<file path="src/rtl/hello_req_driver_pkg.sv">
// Shared types and parameter checks for the hello request drivers.
package hello_req_driver_pkg;

  typedef enum logic [1:0] {
    HS_IDLE    = 2'd0,
    HS_REQ     = 2'd1,
    HS_RELEASE = 2'd2
  } hs_state_e;

  // The timeout counter must be able to hold TIMEOUT, and TIMEOUT must be non-zero.
  function automatic bit timeout_params_ok(int unsigned timeout, int unsigned to_w);
    return (timeout >= 1) && (to_w >= 1) && (to_w < 32) && (timeout < (32'd1 << to_w));
  endfunction

endpackage

</file>
<file path="src/rtl/hs_timeout_ctr.sv">
// Per-phase wait counter: cleared on phase entry, counts while the awaited level is absent.
module hs_timeout_ctr
  import hello_req_driver_pkg::*;
#(
  parameter int unsigned TIMEOUT = 15,
  parameter int unsigned TO_W    = 4
) (
  input  logic clk,
  input  logic rst_n,
  input  logic clear,
  input  logic enable,
  output logic expired
);

  if (!timeout_params_ok(TIMEOUT, TO_W)) begin : g_param_check
    $error("hs_timeout_ctr: TIMEOUT must be in 1 .. 2**TO_W-1");
  end

  localparam logic [TO_W-1:0] Limit = TO_W'(TIMEOUT);

  logic [TO_W-1:0] cnt_q, cnt_d;

  // Saturates at Limit so expired stays asserted until the next clear.
  always_comb begin
    cnt_d = cnt_q;
    if (clear) begin
      cnt_d = '0;
    end else if (enable && (cnt_q != Limit)) begin
      cnt_d = cnt_q + TO_W'(1);
    end
  end

  always_ff @(posedge clk or negedge rst_n) begin
    if (!rst_n) begin
      cnt_q <= '0;
    end else begin
      cnt_q <= cnt_d;
    end
  end

  assign expired = (cnt_q == Limit);

endmodule

</file>
<file path="src/rtl/hello_req_driver.sv">
// Runs a programmed number of four-phase req/ack handshakes and reports done/timeout.
module hello_req_driver
  import hello_req_driver_pkg::*;
#(
  parameter int unsigned CNT_W   = 8,
  parameter int unsigned TIMEOUT = 15,
  parameter int unsigned TO_W    = 4
) (
  input  logic             clk,
  input  logic             rst_n,
  input  logic             start,
  input  logic [CNT_W-1:0] num_req,
  output logic             req_hello,
  input  logic             ack_hello,
  output logic             busy,
  output logic             done,
  output logic             err,
  output logic [CNT_W-1:0] issued
);

  hs_state_e        state_q, state_d;
  logic [CNT_W-1:0] count_q, count_d;
  logic [CNT_W-1:0] issued_q, issued_d;
  logic             err_q, err_d;
  logic             done_q, done_d;
  logic             req_q, req_d;
  logic             busy_q, busy_d;
  logic             tmo_clear, tmo_enable, tmo_expired;

  hs_timeout_ctr #(
    .TIMEOUT (TIMEOUT),
    .TO_W    (TO_W)
  ) u_tmo (
    .clk     (clk),
    .rst_n   (rst_n),
    .clear   (tmo_clear),
    .enable  (tmo_enable),
    .expired (tmo_expired)
  );

  always_comb begin
    state_d    = state_q;
    count_d    = count_q;
    issued_d   = issued_q;
    err_d      = err_q;
    done_d     = 1'b0;
    tmo_clear  = 1'b0;
    tmo_enable = 1'b0;

    case (state_q)
      HS_IDLE: begin
        if (start) begin
          issued_d  = '0;
          err_d     = 1'b0;
          tmo_clear = 1'b1;
          if (num_req == '0) begin
            done_d = 1'b1;
          end else begin
            count_d = num_req;
            state_d = HS_REQ;
          end
        end
      end

      // An ack arriving in the expiry cycle still counts as progress.
      HS_REQ: begin
        if (ack_hello) begin
          if (issued_q != '1) begin
            issued_d = issued_q + CNT_W'(1);
          end
          tmo_clear = 1'b1;
          state_d   = HS_RELEASE;
        end else if (tmo_expired) begin
          err_d   = 1'b1;
          done_d  = 1'b1;
          state_d = HS_IDLE;
        end else begin
          tmo_enable = 1'b1;
        end
      end

      HS_RELEASE: begin
        if (!ack_hello) begin
          if (issued_q == count_q) begin
            done_d  = 1'b1;
            state_d = HS_IDLE;
          end else begin
            tmo_clear = 1'b1;
            state_d   = HS_REQ;
          end
        end else if (tmo_expired) begin
          err_d   = 1'b1;
          done_d  = 1'b1;
          state_d = HS_IDLE;
        end else begin
          tmo_enable = 1'b1;
        end
      end

      default: state_d = HS_IDLE;
    endcase

    req_d  = (state_d == HS_REQ);
    busy_d = (state_d != HS_IDLE);
  end

  always_ff @(posedge clk or negedge rst_n) begin
    if (!rst_n) begin
      state_q  <= HS_IDLE;
      count_q  <= '0;
      issued_q <= '0;
      err_q    <= 1'b0;
      done_q   <= 1'b0;
      req_q    <= 1'b0;
      busy_q   <= 1'b0;
    end else begin
      state_q  <= state_d;
      count_q  <= count_d;
      issued_q <= issued_d;
      err_q    <= err_d;
      done_q   <= done_d;
      req_q    <= req_d;
      busy_q   <= busy_d;
    end
  end

  assign req_hello = req_q;
  assign busy      = busy_q;
  assign done      = done_q;
  assign err       = err_q;
  assign issued    = issued_q;

endmodule
</file>
<file path="config.mk">
export PLATFORM = sky130hd
export DESIGN_NAME = hello_req_driver
export DESIGN_NICKNAME = d
export VERILOG_FILES = /design/src/rtl/hello_req_driver_pkg.sv /design/src/rtl/hs_timeout_ctr.sv /design/src/rtl/hello_req_driver.sv
export SDC_FILE = /design/constraint.sdc
export NUM_CORES = 1
export LEC_CHECK = 0
export BUFFER_PORTS_ARGS = -buffer_cell sky130_fd_sc_hd__buf_2
export CAP_MARGIN = 30
export CORE_MARGIN = 10
export CORE_UTILIZATION = 55
export CTS_BUF_LIST = sky130_fd_sc_hd__clkbuf_4 sky130_fd_sc_hd__clkbuf_8 sky130_fd_sc_hd__clkbuf_16
export DETAILED_ROUTE_END_ITERATION = 10
export PLACE_DENSITY = 0.78
export SYNTH_ARGS = -nofsm -noshare
export SYNTH_HDL_FRONTEND = slang
export SYNTH_SLANG_ARGS = --single-unit
</file>
<file path="constraint.sdc">
create_clock -name clk -period 2 [get_ports clk]
set_input_delay 0.1 -clock clk [delete_from_list [all_inputs] [get_ports clk]]
set_output_delay 0.1 -clock clk [all_outputs]
set_load 0.01 [all_outputs]
</file>
==> results.sh <==
export IMPL_cts_buffers_inserted=3
export IMPL_antenna_found_initial=0
export IMPL_status="finished with violations"
export IMPL_cts_setup_buffers=0
export IMPL_p_leak_uw=0.0008236
export IMPL_io_pins=24
export IMPL_cp_end_kind="flop"
export IMPL_routabilityCongestion=0.9612
export IMPL_routed_wl_um=3395
export IMPL_reg2reg_depth=6
export IMPL_chipHeight_um=71.75
export IMPL_drc_errors=0
export IMPL_synth_seq_area_share=0.4418
export IMPL_first_pass_iters=4
export IMPL_synth_cell_types=38
export IMPL_synthFlopType="dfrtp_1"
export IMPL_ys_ff_latch=26
export IMPL_dieArea_sq_um=5147
export IMPL_syn_cell_area_sq_um=1473
export IMPL_area_growth_pct=14.78
export IMPL_violations="hold timing"
export IMPL_clk_pin_slew_worst_paths_ns=0.14
export IMPL_fin_crit_ns=1.845
export IMPL_drive_above_1_share=0.2063
export IMPL_port_buffers=23
export IMPL_htreeDepth=1
export IMPL_tritoncts="yes"
export IMPL_cts_sinks=26
export IMPL_coreArea_sq_um=2522
export IMPL_setup_viol=0
export IMPL_yosysWarnings=0
export IMPL_synth_edf_count=0
export IMPL_clk_latency_ns=0.32
export IMPL_rows=18
export IMPL_maxSlewViolCount=0
export IMPL_avgSynthCellArea_sq_um=9.262
export IMPL_setup_tns_ns=0
export IMPL_overflow=0
export IMPL_crit_fanout=7
export IMPL_synth_simple_area_share=0.2328
export IMPL_max_freq_ghz=0.5421
export IMPL_via_per_inst=5.726
export IMPL_cp_arrival_ns=2.09
export IMPL_drv_cap=0
export IMPL_place_ws_ns=0.1199
export IMPL_syn_inst=159
export IMPL_grt_max_degree=27
export IMPL_holdPathStages=3
export IMPL_peakVddDrop_v=0.0008452
export IMPL_fin_crit_sh=0.9223
export IMPL_cts_root_buf="clkbuf_4"
export IMPL_drt_initial_drc_count=87
export IMPL_synth_adder_area_share=0.05098
export IMPL_hold_viol=2
export IMPL_fin_skew_ns=0.006932
export IMPL_cts_buffer_depth=2
export IMPL_layout_cells_most_common="nand2_1"
export IMPL_synth_xor_area_frac=0.05947
export IMPL_async_flop_share=1.000
export IMPL_critPathLaunchType="flop"
export IMPL_ant_nets=0
export IMPL_max_slew_margin_rel=0.6057
export IMPL_hold_class="input port to flop"
export IMPL_finalNetCount=209
export IMPL_grt_pass1_wl_um=5644
export IMPL_wl_per_cell_um=15.50
export IMPL_synth_fp_nets=177
export IMPL_grt_pass1_vias=1264
export IMPL_dieWidth_um=71.75
export IMPL_tightest_slew_ns=0.5915
export IMPL_final_cell_mix="nand2_1, dfrtp_1, buf_2"
export IMPL_grt_usage=0.1309
export IMPL_rsz0062_at_grt="false"
export IMPL_hpwl_um=2618
export IMPL_timing_final_ws_setup_ns=0.1554
export IMPL_worstSetupPathType="flop to flop"
export IMPL_start_util=0.5838
export IMPL_via_count=1254
export IMPL_required_ns=2.24
export IMPL_synth_compound_area_frac=0.1580
export IMPL_whs_ns=-0.006175
export IMPL_synthMuxAreaShare=0.01359
export IMPL_diodes=0
export IMPL_powerDensity_nw_per_um2=1185
export IMPL_synth_top_family_by_area="simple AND/OR/NAND/NOR gates"
export IMPL_r2r_slack_ns=0.16
## flip-flops by register name, summed over array words and instances (netlist names)
signal       count
u_tmo.cnt_q      4
done             1
issued           8
state_q          2
err              1
busy             1
count_q          8
req_hello        1
## cell families (layout without fill, tap and decap cells)
group / after synthesis / in the layout
simple gates: 70 / 70
compound gates: 34 / 34
flops: 26 / 26
buf+inv: 11 / 41
xor+xnor: 10 / 10
fa+ha+maj: 6 / 6
mux: 2 / 2
## worst paths after layout
path | from | endpoint
min reg2reg | count_q[5] | count_q[5]
max reg2reg | issued[5] | u_tmo.cnt_q[1]
min in group asynchronous | rst_n | issued[4]
max | issued[5] | u_tmo.cnt_q[1]
max in group asynchronous | rst_n | state_q[1]
min | num_req[6] | count_q[6]
## what timing repair did
item                                    4_1_cts  5_1_grt
hold buffers                                  4        0
endpoints found under the setup margin        0       10
gates resized for setup                       0        1
hold endpoints to repair                     29        0
## through the flow
step,std cells,instance area [sq um],util,power [uW]
floorplan,159,1473,-,1528
global placement,212,1625,0.6443,1734
detailed placement,212,1625,0.6443,1776
CTS,219,1688,0.6691,2000
global route,219,1690,0.6701,2169
finish,219,1690,0.6701,2003
## critical path, stage by stage (launching register included)
cell and delay (ns):
dfrtp_1 0.50, xnor2_1 0.18, nand2_1 0.09, o311ai_0 0.48, o21ai_0 0.20, buf_4 0.19
a21oi_1 0.13
## area by class of cell
class                           instances  area, sq um
Clock buffer                            3        22.52
Multi-Input combinational cell        122        760.7
Tap cell                               30        37.54
Inverter                                5        18.77
Fill cell                             207        832.0
Timing Repair Buffer                   33        200.2
Sequential cell                        26        650.6
## cell usage after synthesis (all sizes together), types with 3 or more instances
cell	n	area share
nor2b	4	0.022
o31ai	3	0.015
buf	4	0.025
nor2	11	0.033
a31oi	5	0.021
a21oi	6	0.020
nand2	32	0.082
and3	4	0.020
xnor2	8	0.048
inv	5	0.013
nand3	10	0.037
dfrtp	26	0.44
ha	6	0.051
o21ai	10	0.034
## metal layers
layer | part of all wire | global-route usage | vias up | wire (um)
met2 | 0.48 | 0.2284 | 40 | 1628
met3 | 0.077 | 0.03444 | 8 | 261
met4 | 0.011 | 0.03441 | 0 | 38
met5 | 0 | 0 | - | 0
li1 | - | - | 617 | -
met1 | 0.43 | 0.1538 | 589 | 1466
## power breakdown
group / internal (uW) / leakage (uW) / total (uW) / switching (uW)
logic: 420 / 0.000467 / 983 / 562
clock network: 70.5 / 0.0000138 / 222 / 151
registers: 673 / 0.000343 / 798 / 125
total: 1160 / 0.000824 / 2000 / 838
No activity file was read; power rests on OpenSTA's default activity.
